### src/rtl/sand_pkg.sv
`default_nettype none
// ============================================================================
//  Module   : sand_pkg
//  Purpose  : Shared cell codes and sweep FSM state encoding for the
//             falling-sand sweep controller.
//  Revision : 1.0  initial release
// ============================================================================
package sand_pkg;

  // Cell codes stored in the world RAM. Any other code (walls etc.) is inert.
  localparam int CELL_EMPTY = 0;
  localparam int CELL_SAND  = 1;

  typedef enum logic [2:0] {
    IDLE     = 3'd0,
    ISSUE    = 3'd1,
    EVAL     = 3'd2,
    WR_BELOW = 3'd3,
    WR_SELF  = 3'd4
  } sweep_state_t;

endpackage
`default_nettype wire

### src/rtl/sand_sweep_controller.sv
`default_nettype none
// ============================================================================
//  Module   : sand_sweep_controller
//  Purpose  : Runs one falling-sand physics pass over the cell RAM, scanning
//             from the last cell of the second-to-bottom row down to cell 0.
//             A SAND cell sitting above an EMPTY cell is moved down with two
//             writes. While idle, the RAM write port is lent to the brush.
//  Ports    :
//    clk_i, rst_i            clock, synchronous active-high reset
//    start_i                 level request to begin a sweep
//    draw_valid_i/_address_i/_data_i, draw_ready_o   brush write handshake
//    rd_address_1_o/_2_o     current / below cell read addresses
//    rd_data_1_i/_2_i        registered RAM read data (1-cycle latency)
//    wr_en_o, wr_address_o, wr_data_o   RAM write port
//    busy_o                  sweep in progress
//    done_o                  one-cycle pulse when a sweep completes
//  Revision : 1.0  initial release
// ============================================================================
module sand_sweep_controller
  import sand_pkg::*;
#(
  parameter int H_RES      = 640,
  parameter int V_RES      = 480,
  parameter int ADDR_WIDTH = 19,
  parameter int DATA_WIDTH = 8
) (
  input  logic                  clk_i,
  input  logic                  rst_i,
  input  logic                  start_i,
  input  logic                  draw_valid_i,
  input  logic [ADDR_WIDTH-1:0] draw_address_i,
  input  logic [DATA_WIDTH-1:0] draw_data_i,
  output logic                  draw_ready_o,
  output logic [ADDR_WIDTH-1:0] rd_address_1_o,
  output logic [ADDR_WIDTH-1:0] rd_address_2_o,
  input  logic [DATA_WIDTH-1:0] rd_data_1_i,
  input  logic [DATA_WIDTH-1:0] rd_data_2_i,
  output logic                  wr_en_o,
  output logic [ADDR_WIDTH-1:0] wr_address_o,
  output logic [DATA_WIDTH-1:0] wr_data_o,
  output logic                  busy_o,
  output logic                  done_o
);

  // The bottom row has nothing below it, so the scan starts one row up.
  localparam logic [ADDR_WIDTH-1:0] START_ADDR = ADDR_WIDTH'((V_RES - 1) * H_RES - 1);
  localparam logic [ADDR_WIDTH-1:0] ROW_STRIDE = ADDR_WIDTH'(H_RES);
  localparam logic [DATA_WIDTH-1:0] SAND_CODE  = DATA_WIDTH'(CELL_SAND);
  localparam logic [DATA_WIDTH-1:0] EMPTY_CODE = DATA_WIDTH'(CELL_EMPTY);

  sweep_state_t          state_q, state_d;
  logic [ADDR_WIDTH-1:0] addr_q,  addr_d;
  logic                  busy_q,  busy_d;
  logic                  done_q,  done_d;

  logic [ADDR_WIDTH-1:0] below_addr;
  logic                  draw_grant;
  logic                  cell_falls;

  assign below_addr = addr_q + ROW_STRIDE;
  // Brush owns the write port only while idle; masked during reset.
  assign draw_grant = (state_q == IDLE) && draw_valid_i && !rst_i;
  assign cell_falls = (rd_data_1_i == SAND_CODE) && (rd_data_2_i == EMPTY_CODE);

  // --------------------------------------------------------------------------
  // Next-state logic
  // --------------------------------------------------------------------------
  always_comb begin
    state_d = state_q;
    addr_d  = addr_q;
    busy_d  = busy_q;
    done_d  = 1'b0;

    case (state_q)
      IDLE: begin
        // Brush wins over start; a held start is taken on a later idle cycle.
        if (!draw_valid_i && start_i) begin
          addr_d  = START_ADDR;
          busy_d  = 1'b1;
          state_d = ISSUE;
        end
      end

      ISSUE: state_d = EVAL;

      EVAL: begin
        if (cell_falls) begin
          state_d = WR_BELOW;
        end else if (addr_q == '0) begin
          state_d = IDLE;
          busy_d  = 1'b0;
          done_d  = 1'b1;
        end else begin
          addr_d  = addr_q - 1'b1;
          state_d = ISSUE;
        end
      end

      WR_BELOW: state_d = WR_SELF;

      WR_SELF: begin
        if (addr_q == '0) begin
          state_d = IDLE;
          busy_d  = 1'b0;
          done_d  = 1'b1;
        end else begin
          addr_d  = addr_q - 1'b1;
          state_d = ISSUE;
        end
      end

      default: begin
        state_d = IDLE;
        busy_d  = 1'b0;
      end
    endcase
  end

  // --------------------------------------------------------------------------
  // State registers
  // --------------------------------------------------------------------------
  always_ff @(posedge clk_i) begin
    if (rst_i) begin
      state_q <= IDLE;
      addr_q  <= '0;
      busy_q  <= 1'b0;
      done_q  <= 1'b0;
    end else begin
      state_q <= state_d;
      addr_q  <= addr_d;
      busy_q  <= busy_d;
      done_q  <= done_d;
    end
  end

  // --------------------------------------------------------------------------
  // RAM write port: brush in IDLE, the two halves of a move otherwise.
  // The move writes are not masked by reset, so a reset landing in WR_BELOW
  // still commits that write (the grain is duplicated, never lost).
  // --------------------------------------------------------------------------
  always_comb begin
    wr_en_o      = 1'b0;
    wr_address_o = '0;
    wr_data_o    = '0;
    case (state_q)
      IDLE: begin
        if (draw_grant) begin
          wr_en_o      = 1'b1;
          wr_address_o = draw_address_i;
          wr_data_o    = draw_data_i;
        end
      end
      WR_BELOW: begin
        wr_en_o      = 1'b1;
        wr_address_o = below_addr;
        wr_data_o    = SAND_CODE;
      end
      WR_SELF: begin
        wr_en_o      = 1'b1;
        wr_address_o = addr_q;
        wr_data_o    = EMPTY_CODE;
      end
      default: ;
    endcase
  end

  assign draw_ready_o   = draw_grant;
  assign rd_address_1_o = addr_q;
  assign rd_address_2_o = below_addr;
  assign busy_o         = busy_q;
  assign done_o         = done_q;

endmodule
`default_nettype wire

### config.mk
export PLATFORM = sky130hd
export DESIGN_NAME = sand_sweep_controller
export DESIGN_NICKNAME = d
export VERILOG_FILES = /design/src/rtl/sand_pkg.sv /design/src/rtl/sand_sweep_controller.sv
export SDC_FILE = /design/constraint.sdc
export NUM_CORES = 1
export LEC_CHECK = 0
export BUFFER_PORTS_ARGS = -buffer_cell sky130_fd_sc_hd__clkbuf_2
export CORE_ASPECT_RATIO = 1.25
export CORE_MARGIN = 3
export CORE_UTILIZATION = 46
export DETAILED_ROUTE_END_ITERATION = 6
export GPL_TIMING_DRIVEN = 0
export PLACE_DENSITY = 0.9
export SYNTH_ARGS = -nofsm -noshare
export SYNTH_HDL_FRONTEND = slang
export SYNTH_SLANG_ARGS = --single-unit
### constraint.sdc
create_clock -name clk_i -period 2.5 [get_ports clk_i]
set_input_delay 0.5 -clock clk_i [delete_from_list [all_inputs] [get_ports clk_i]]
set_output_delay 0.5 -clock clk_i [all_outputs]
set_load 0.02 [all_outputs]
==> Word-level counts from Yosys, hierarchy flattened <==
Index checks and enable logic that the tools add are counted.
Widths: inputs -> output; s select.
{ "word_totals": {"wordCells": 49, "latchBits": 0, "rom_bits": 0, "reg_bits": 24, "n_memories": 0, "ramBits": 0, "inputBits": 47} }
{ "classes": {"n_mul": 0, "n_addsub": 2, "n_lt_le_gt_ge": 0, "n_div": 0, "shift": 0, "n_bitwise": 1, "eq_ne": 7, "reduce_logical": 14, "muxes": 21} }
{ "ops": {"columns": ["op", "n"], "rows": [
  ["$pmux 19 s3", 2],
  ["$mux 19", 4],
  ["$add 19x10->19 const B", 1],
  ["$logic_not 19->1", 1],
  ["$sub 19x1->19 const B", 1],
  ["$pmux 8 s2", 1],
  ["$pmux 3 s5", 1],
  ["$eq 8x1->1 const B", 1],
  ["$logic_not 8->1", 1],
  ["$mux 8", 1],
  ["$mux 1", 7],
  ["$eq 3x2->1 const B", 2],
  ["$reduce_and 3->1", 2],
  ["$logic_and 1x1->1", 4],
  ["$pmux 1 s2", 2],
  ["$pmux 1 s4", 1],
  ["$reduce_or 2->1", 2],
  ["$eq 3x1->1 const B", 1],
  ["$eq 3x3->1 const B", 1],
  ["$logic_not 3->1", 1],
  ["$mux 3", 1],
  ["$reduce_bool 3->1", 1],
  ["$logic_not 1->1", 2],
  ["$mux 2", 1],
  ["other kinds (3)", 3]
]} }

==> Longest topological paths before layout <==
Gate-level depths: netlist of run 1.
{ "depth": {"word_depth": 5, "ltp_mapped": 8} }

==> Worst setup path before layout of run 1 <==
Ideal clock, no wire load.
{ "synth_timing": {"path_type": "reg-to-output", "start": "register addr_q[9] (netlist: rd_address_1_o[9])", "end": "output port wr_address_o[18]", "path_stages_with_launch": 7, "slack_ps": -182, "path_buffers": 1, "required_ps": 2000, "arrival_ps": 2182, "cell_sequence": "dfxtp_1 clkbuf_1 a21oi_1 or3_1 nor2_1 xor2_1 a21o_1"} }
{ "synth_between": {"elab_chain_len": 2} }
{ "synth_lines": {"columns": ["element", "line_no", "text"], "rows": [
  ["from (decl)", "sand_sweep_controller.sv:52", "logic [ADDR_WIDTH-1:0] addr_q, addr_d;"],
  ["from (signal assigned)", "sand_sweep_controller.sv:130", "addr_q <= addr_d;"],
  ["$add 19x10->19", "sand_sweep_controller.sv:60", "assign below_addr = addr_q + ROW_STRIDE;"],
  ["named net rd_address_2_o[18]", "sand_sweep_controller.sv:35", "output logic [ADDR_WIDTH-1:0] rd_address_2_o,"],
  ["$pmux 19 s3", "sand_sweep_controller.sv:145", "case (state_q)"],
  ["to (decl)", "sand_sweep_controller.sv:39", "output logic [ADDR_WIDTH-1:0] wr_address_o,"]
]} }
The timed path passes the listed nets, and every way through them passes these cells.

==> Worst setup path in the final report of run 1 <==
{ "layout_timing": {"start": "register addr_q[13] (netlist: rd_address_1_o[13])", "end": "output port wr_address_o[18]"} }
{ "layout_between": {"elab_chain_len": 2} }
{ "layout_lines": {"columns": ["element", "line_no"], "rows": [
  ["$add 19x10->19", "sand_sweep_controller.sv:60"],
  ["$pmux 19 s3", "sand_sweep_controller.sv:145"]
]} }
Every way passes these cells.

==> impl_results.md, run 1 <==
- Outcome: finished, final reports clean
- Setup CP Type: register to primary output
- CTS buffer count: 3
- Worst setup path endpoint: wr_address_o[18]
- Wire per inst: 16.0 um
- CTS sink cnt: 24
- Crit-path leading delay family: simple AND/OR/NAND/NOR gates
- Crit-path max FO: 10
- Post-place setup slack: -258 ps
- Slew HR: 0.446
- Flop-to-flop setup slack: 130 ps
- Fraction of layout cells with a size suffix above 1: 0.431
- CP required: 2000 ps
- Cts-stage hold buffer count: 0
- FF+latch count, synth: 24
- CP Cell Sequence: clkbuf_4 > nand2_1 > or3_4 > nor2_4 > xor2_2 > a21o_1 > clkbuf_2
- WHS: 518 ps
- Routed WL: 7.47 mm
- Worst R2R Start: rd_address_1_o[0]$_SDFFE_PP0P_
- Clock latency on the worst-skew pair: 280 ps
- Synth Cell Area: 2150 um^2
- Vias in the first global route: 2479
- CP Capture Type: primary output
- Total Die Area: 5540 um^2
- CTS Buffer Depth: 2
- Tcrit/Tclk final: 0.976
- Pwr dens: 478 nW/um^2
- Die H: 82.5 um
- Endpoints failing setup: 0
- Drt via density: 6.00
- Yosys synthesis warning count: 0
- Clk slew on worst S/H paths: 90 ps
- Total grt overflow: 0
- CTS tree: done
- Grt met3 use: 0.0244
- Port bufs: 115
- Number of routed nets with antenna violations: 0
- Worst vdd ir: 277 uV
- Number of max-cap violations: 0
- Row cnt: 27
- Fin worst setup slack: 61.0 ps
- Filler instances: 373
- Via count: 2797
- Net Count, Synth: 340
- Largest net degree at the start of global routing: 14
- Least-Margin Pin Slew: 823 ps
- First-pass GRT wire length: 10.9 mm
- Detailed-placement wirelength estimate: 5.46 mm
- Hold Fails Final Rpt: 0
- Sequential-to-total area share from yosys stat: 0.223
- Static leakage: 1.45 nW
- Iter 0 DRT Violations: 196
- Grt peak-use layer: met2
- Main synth FF type: dfxtp_1
- CP startpoint kind: register
- Post-synth top cells: dfxtp_1 (24), nand2_1 (21), nor2_1 (20)
- Worst setup path startpoint: rd_address_1_o[13]$_SDFFE_PP0P_
- Mapped Avg Cell Area: 7.45 um^2
- F_max: 0.410 GHz
- FF-to-FF End: rd_address_1_o[3]$_SDFFE_PP0P_
- DRC viols: 0
- Pre-Repair DR Iteration Count: 5
- Hold Path Depth: 2
- Antenna violations before repair: 0
- Root cell of the clock tree: clkbuf_8
- Total GRT Usage: 0.251
- # IOs: 116
- Worst EP arrival: 1940 ps
- Yosys cell types: 57
- Critical Path Stages: 7
- Fin. max-slew vios: 0
- Max Clock Skew: 3.39 ps
- Buf/Inv on CP: 2
- Largest stage delay, worst path: 440 ps
- Die width: 67.2 um
- Synth area leader: dfxtp_1
- CORE AREA: 4460 um^2
- Fin util: 0.672
- Yosys top cell area share: 0.223
- Ranking of synthesized cells by area: dfxtp_1 (22%), a22o_1 (4.1%), a21oi_1 (3.7%)
- Worst min path class: register to register
- Number of synthesized flops with an enable pin: 0
- Initial core utilization: 0.483
- Final net count: 460
- RePlAce Congestion: 0.891
- GR Util met1: 0.288
- Top-count cell post-synth: dfxtp_1
- Worst-case reg-to-reg path depth: 8
- Ant. Diodes: 0
- Area growth syn-to-layout: 39.2%
- Async SR Flop Fraction: 0
- H-Tree Depth: 1
- Grt met2 use: 0.452
- Min Clock Period, post-route: 2440 ps
- Slowest cell on crit path: or3_4
- Syn Inst Count: 289
[layout by cell type, fill, tap and decap left out, types with 3 or more instances in the layout]
cell type,instances
a21o_1,3
a21oi_1,15
a221o_1,4
a22o_1,10
a31oi_1,8
and2_1,8
buf_2,4
buf_4,14
buf_6,3
clkbuf_1,4
clkbuf_2,117
clkbuf_4,3
clkbuf_8,5
dfxtp_1,19
dfxtp_2,3
ha_1,3
inv_1,13
nand2_1,19
nand3_1,6
nand4_1,7
nor2_1,17
nor2b_1,4
nor3_1,13
nor4_1,7
o21ai_0,10
o21ai_1,3
o31ai_1,10
or2_2,3
or3_1,5
or4_1,9
xnor2_1,4
xor2_1,4
[power breakdown]
part           total (mW)  switching (mW)  internal, mW
clock network       0.283           0.141         0.141
logic               0.656           0.395         0.261
registers           0.493          0.0715         0.421
total                1.43           0.608         0.824
[worst min path at each step]
stage / startpoint / endpoint
after detailed placement: busy_o$_SDFFE_PP0P_ / busy_o$_SDFFE_PP0P_
after CTS: busy_o$_SDFFE_PP0P_ / busy_o$_SDFFE_PP0P_
final: busy_o$_SDFFE_PP0P_ / busy_o$_SDFFE_PP0P_
after global routing: busy_o$_SDFFE_PP0P_ / busy_o$_SDFFE_PP0P_
after floorplan: busy_o$_SDFFE_PP0P_ / busy_o$_SDFFE_PP0P_
after global placement: busy_o$_SDFFE_PP0P_ / busy_o$_SDFFE_PP0P_
[metrics by stage]
step / area (um^2) / setup TNS (ps) / power, mW / instances
floorplan: 2170 / -39.7 / 0.922 / 289
global placement: 2820 / -2950 / 1.11 / 462
detailed placement: 2820 / -4370 / 1.13 / 462
CTS: 2930 / 0 / 1.40 / 466
global route: 3000 / -21.2 / 1.50 / 466
finish: 3000 / 0 / 1.43 / 466
[cell families (layout without fill, tap and decap cells)]
logic type	count (synthesis)	count (layout)	share of synthesized area
XOR/XNOR	11	11	0.0447
AND/OR/NAND/NOR	123	123	0.332
flip-flops	24	24	0.223
AO/OA/AOI/OAI	81	81	0.268
multiplexers	1	1	0.00465
buffers and inverters	45	164	0.104
adder cells (fa/ha/maj)	4	4	0.0232
[registers in the layout (all words and copies together) (netlist names)]
| name | cells |
|---|---|
| busy_o | 1 |
| rd_address_1_o | 19 |
| state_q | 3 |
| done_o | 1 |
[area by class of cell]
cell class	count	area [um^2]	area share
buffer	29	205	0.0684
clock buffer	4	55.1	0.0184
inverter	14	52.6	0.0175
multi-input combinational	220	1530	0.510
sequential	24	492	0.164
tap	58	72.6	0.0242
timing repair buffer	117	591	0.197
[worst register-to-register path, cell delays in order, from the launching register on]
cell	delay, ps
dfxtp_1	390
inv_1	90
ha_1	250
nor4b_4	380
nand4_1	320
nor2_4	310
buf_2	280
o31ai_1	120
a31oi_1	170
[timing repair]
action | CTS | global route
resized for setup | 20 | 29
setup endpoints to repair | 34 | 40
buffers inserted | 1 | 1
pin swaps | 1 | 3
[per-layer routing]
layer	wire length, um	vias to the layer above
li1	-	1315
met5	0	-
met2	3690	197
met1	2800	1271
met4	182	0
met3	795	14
Note: power is estimated with default switching activity, not from simulation.
==> run 2: changes to the inputs <==
Settings changed: ABC_AREA set to 1, CORE_UTILIZATION 46 to 47.
==> impl_results.md, run 2 <==
- Outcome: finished, final reports clean
- Yosys cell types: 32
- Synth Cell Area: 2320 um^2
- Total grt overflow: 0
- Final net count: 576
- Largest net degree at the start of global routing: 15
- Max Clock Skew: 10.3 ps
- Antenna violations before repair: 0
- CTS tree: done
- Yosys top cell area share: 0.207
- Area growth syn-to-layout: 39.3%
- Root cell of the clock tree: clkbuf_8
- Row cnt: 27
- RSZ-0062 raised after global routing: false
- Pwr dens: 570 nW/um^2
- Setup CP Type: register to primary output
- Static leakage: 1.73 nW
- Detailed-placement wirelength estimate: 5.75 mm
- CTS buffer count: 3
- Fraction of layout cells with a size suffix above 1: 0.380
- CTS sink cnt: 24
- Ranking of synthesized cells by area: dfxtp_1 (21%), nand2_1 (19%), nor2_1 (9.4%)
- CP Capture Type: primary output
- Endpoints failing setup: 0
- Most frequent cells in the layout: nand2_1 (119), clkbuf_2 (112), nor2_1 (57), inv_1 (47)
- Number of synthesized flops with an enable pin: 0
- Vias in the first global route: 2671
- Crit-path max FO: 7
- CP required: 2000 ps
- H-Tree Depth: 1
- First-pass GRT wire length: 11.9 mm
- F_max: 0.412 GHz
- Hold Fails Final Rpt: 0
- Synth area leader: dfxtp_1
- Slew HR: 0.578
- Ant. Diodes: 0
- Iter 0 DRT Violations: 182
- Tcrit/Tclk final: 0.971
- Wire per inst: 13.1 um
- Yosys synthesis warning count: 0
- # IOs: 116
- Number of max-cap violations: 0
- Total Die Area: 5810 um^2
- CTS Buffer Depth: 2
- Number of routed nets with antenna violations: 0
- Net Count, Synth: 447
- WHS: 472 ps
- Fin. max-slew vios: 0
- Total GRT Usage: 0.260
- Top-count cell post-synth: nand2_1
- Port bufs: 115
- DRC viols: 0
- Post-synth top cells: nand2_1 (120), nor2_1 (58), inv_1 (48)
- Via count: 2958
- Total power: 1.84 mW
- CP startpoint kind: register
- Pre-Repair DR Iteration Count: 5
- Least-Margin Pin Slew: 633 ps
- CORE AREA: 4590 um^2
- Worst vdd ir: 350 uV
- Syn Inst Count: 396
- Sequential-to-total area share from yosys stat: 0.207
- Async SR Flop Fraction: 0
- Drt via density: 5.08
- Die width: 68.8 um
- Initial core utilization: 0.504
- Mapped Avg Cell Area: 5.85 um^2
- Routed WL: 7.64 mm
- Clock latency on the worst-skew pair: 280 ps
- Worst min path class: register to register
- Max reg flops: 19
- RePlAce Congestion: 0.950
- Main synth FF type: dfxtp_1
- Most common cell after layout, fill and taps aside: nand2_1
- FF+latch count, synth: 24
- Min Clock Period, post-route: 2430 ps
- Clk slew on worst S/H paths: 100 ps
- Die H: 84.5 um
- Worst EP arrival: 1930 ps
-- run 2: cell types whose count changed after synthesis, moves of 9 or more --
cell	previous run	this run
nand3_1	6	21
a22o_1	10	0
nor2_1	20	58
nand2_2	0	9
nand2_1	21	120
or4_1	9	0
inv_1	13	48
clkbuf_1	15	3
o31ai_1	10	0
nor4_1	9	0
nor3_1	14	5
-- run 2: final cells by class --
| class | instances | area [um^2] |
|---|---|---|
| well taps | 58 | 72.6 |
| plain buffers | 20 | 161 |
| clock buffers | 3 | 41.3 |
| fillers | 405 | 1370 |
| clock inverters | 1 | 30.0 |
| repair buffers | 125 | 659 |
| inverters | 53 | 205 |
| multi-input cells | 298 | 1570 |
| flip-flops and latches | 24 | 490 |
-- run 2: what timing repair did --
item	in CTS	in global routing
hold buffers	0	0
setup buffers	5	5
pin swaps	3	5
gates resized for setup	10	26
setup endpoints to repair	29	33
-- run 2: report_power, final --
part,switching [mW],internal [mW],leakage (nW)
clock network,0.142,0.215,0.0357
logic,0.635,0.353,1.50
registers,0.0666,0.427,0.199
-- run 2: stage by stage --
step,worst slack (ps),area (um^2),cells,TNS (ps),util
after floorplan,-7.88,2330,396,-7.88,-
after global placement,79.1,2980,569,0,0.648
after detailed placement,11.3,2980,569,0,0.648
after CTS,8.16,3110,578,0,0.678
after global routing,0.0542,3230,582,0,0.702
final,73.1,3230,582,0,0.702
-- run 2: critical path, stage by stage, from the launching register on --
cell and delay (ps):
dfxtp_4 390, inv_1 130, o21ai_2 170, nand4_1 210
nor2_4 210, nand2_1 100, xor2_2 160, nand2_1 60
nand2_1 60, clkbuf_2 160
-- run 2: cells by family (layout without fill, tap and decap cells) --
kind of cell / count (synthesis) / count (layout) / synth area share
AO/OA/AOI/OAI: 45 / 45 / 0.120
XOR/XNOR: 14 / 14 / 0.0529
flip-flops: 24 / 24 / 0.207
adder cells (fa/ha/maj): 4 / 4 / 0.0216
AND/OR/NAND/NOR: 235 / 235 / 0.448
buffers and inverters: 74 / 202 / 0.150
-- run 2: layer usage --
layer	GRT usage	wire, um
met1	0.313	2960
met2	0.469	4020
met3	0.0254	547
met4	0.0745	111
met5	0	0
-- run 2: final timing paths --
path,cells past startpoint,from,slack [ps],end
setup / recovery,9,rd_address_1_o[7]$_SDFFE_PP0P_,70,wr_address_o[16]
hold / removal,2,busy_o$_SDFFE_PP0P_,470,busy_o$_SDFFE_PP0P_
setup reg to reg,11,rd_address_1_o[0]$_SDFFE_PP0P_,450,rd_address_1_o[8]$_SDFFE_PP0P_
hold reg to reg,2,busy_o$_SDFFE_PP0P_,470,busy_o$_SDFFE_PP0P_
==> run 3: changes to the inputs <==
Settings changed: CORE_UTILIZATION 47 to 48, CTS_BUF_LIST set to sky130_fd_sc_hd__clkbuf_4 sky130_fd_sc_hd__clkbuf_8, PLACE_DENSITY 0.9 to 0.91.
==> impl_results.md, run 3 (synthesis results as in run 2) <==
- Outcome: finished, final reports clean
- Wire per inst: 13.1 um
- CTS Buffer Depth: 2
- Pre-Repair DR Iteration Count: 4
- Root cell of the clock tree: clkbuf_8
- Via count: 2945
- Hold Fails Final Rpt: 0
- Least-Margin Pin Slew: 597 ps
- Die H: 83.7 um
- Clk pwr share: 0.195
- Final net count: 576
- Flop-to-flop setup slack: 520 ps
- Min Clock Period, post-route: 2460 ps
- Area growth syn-to-layout: 39.1%
- Die width: 68.1 um
- P_sw: 0.839 mW
- Fin. max-slew vios: 0
- WHS: 477 ps
- H-Tree Depth: 1
- Worst min path class: register to register
- Most frequent cells in the layout: nand2_1 (118), clkbuf_2 (114), nor2_1 (54), inv_1 (46)
- Tcrit/Tclk final: 0.984
- Initial core utilization: 0.512
- Static leakage: 1.73 nW
- Vias in the first global route: 2768
- Crit-path max FO: 4
- Iter 0 DRT Violations: 154
- F_max: 0.407 GHz
- Max reg flops: 19
- Largest net degree at the start of global routing: 15
- Worst EP arrival: 1960 ps
- CP startpoint kind: register
- Internal Power: 0.992 mW
- Max Clock Skew: 7.39 ps
- Detailed-placement wirelength estimate: 5.83 mm
- First-pass GRT wire length: 12.2 mm
- Slew HR: 0.602
- Total GRT Usage: 0.270
- Routed WL: 7.65 mm
- Comb power frac: 0.537
- Drt via density: 5.06
- Clk slew on worst S/H paths: 100 ps
- Post-placement cell count: 569
- Number of max-cap violations: 0
- Most common cell after layout, fill and taps aside: nand2_1
- Seq pwr share: 0.268
- Pwr dens: 568 nW/um^2
- CTS sink cnt: 24
- Worst vdd ir: 364 uV
- Port bufs: 115
- Setup CP Type: register to primary output
- Number of routed nets with antenna violations: 0
- CORE AREA: 4530 um^2
- Row cnt: 27
- CP Capture Type: primary output
- Total Die Area: 5700 um^2
- Final instance area: 3220 um^2
- CTS tree: done
- CP required: 2000 ps
- Ant. Diodes: 0
- Total grt overflow: 0
- RePlAce Congestion: 0.944
- Layout Cells excl Fill: 582
- Antenna violations before repair: 0
- Post-placement cell area: 2980 um^2
- Fraction of layout cells with a size suffix above 1: 0.385
- Endpoints failing setup: 0
- CTS buffer count: 3
- Clock latency on the worst-skew pair: 280 ps
- DRC viols: 0
- # IOs: 116
- Fin util: 0.712
- Switch share: 0.458
run 3: changes by cell type in the layout (fill, tap and decap cells not counted), sizes merged:
cell and delta:
clkbuf +2, clkinvlp +1, inv -1, buf -2
run 3: stage by stage:
| step | worst slack (ps) | TNS, ps | power, mW |
|---|---|---|---|
| after floorplan | -7.88 | -7.88 | 1.18 |
| after global placement | 76.3 | 0 | 1.43 |
| after detailed placement | 41.1 | 0 | 1.45 |
| after CTS | 0.0244 | 0 | 1.80 |
| after global routing | -24.7 | -65.3 | 1.96 |
| final | 41.2 | 0 | 1.83 |
run 3: final timing paths:
| path | start | end | cells past startpoint |
|---|---|---|---|
| setup / recovery | rd_address_1_o[7]$_SDFFE_PP0P_ | wr_address_o[17] | 9 |
| hold / removal | busy_o$_SDFFE_PP0P_ | busy_o$_SDFFE_PP0P_ | 2 |
| setup reg to reg | rd_address_1_o[0]$_SDFFE_PP0P_ | rd_address_1_o[12]$_SDFFE_PP0P_ | 11 |
| hold reg to reg | busy_o$_SDFFE_PP0P_ | busy_o$_SDFFE_PP0P_ | 2 |
run 3: power groups by stage:
stage	Sequential, mW	Clock (mW)	Combinational [mW]
3_5_place_dp	0.497	0	0.951
5_1_grt	0.500	0.366	1.09
2_1_floorplan	0.534	0	0.646
6_report	0.491	0.357	0.982
3_3_place_gp	0.495	0	0.932
4_1_cts	0.489	0.353	0.962
run 3: critical path, cell delays in order (launching register included):
cell	delay, ps
dfxtp_4	400
ha_4	140
nor2_2	40
nor2_2	120
nand4_1	170
nor3_2	240
xor2_1	260
nand2_1	100
nand3_2	90
buf_6	120
run 3: repair_timing:
item,in CTS,in global routing
endpoints found under the setup margin,20,30
pin swaps,3,6
buffers inserted,5,5
hold buffers,0,0
gates resized for setup,8,27
cloned,0,0
run 3: final cells by class:
class	count	area, um^2
Multi-Input combinational cell	298	1560
Fill cell	384	1310
Timing Repair Buffer	125	657
Sequential cell	24	490
Inverter	53	209
Buffer	20	161
Tap cell	58	72.6
Clock buffer	3	41.3
Clock inverter	1	30.0
run 3: metal layers:
metal  global-route usage  up-vias  wire (um)
li1                     -     1479          -
met5                    0        -          0
met3               0.0337       13        641
met1                0.309     1327       2890
met4                0.108        0        116
met2                0.483      126       4000
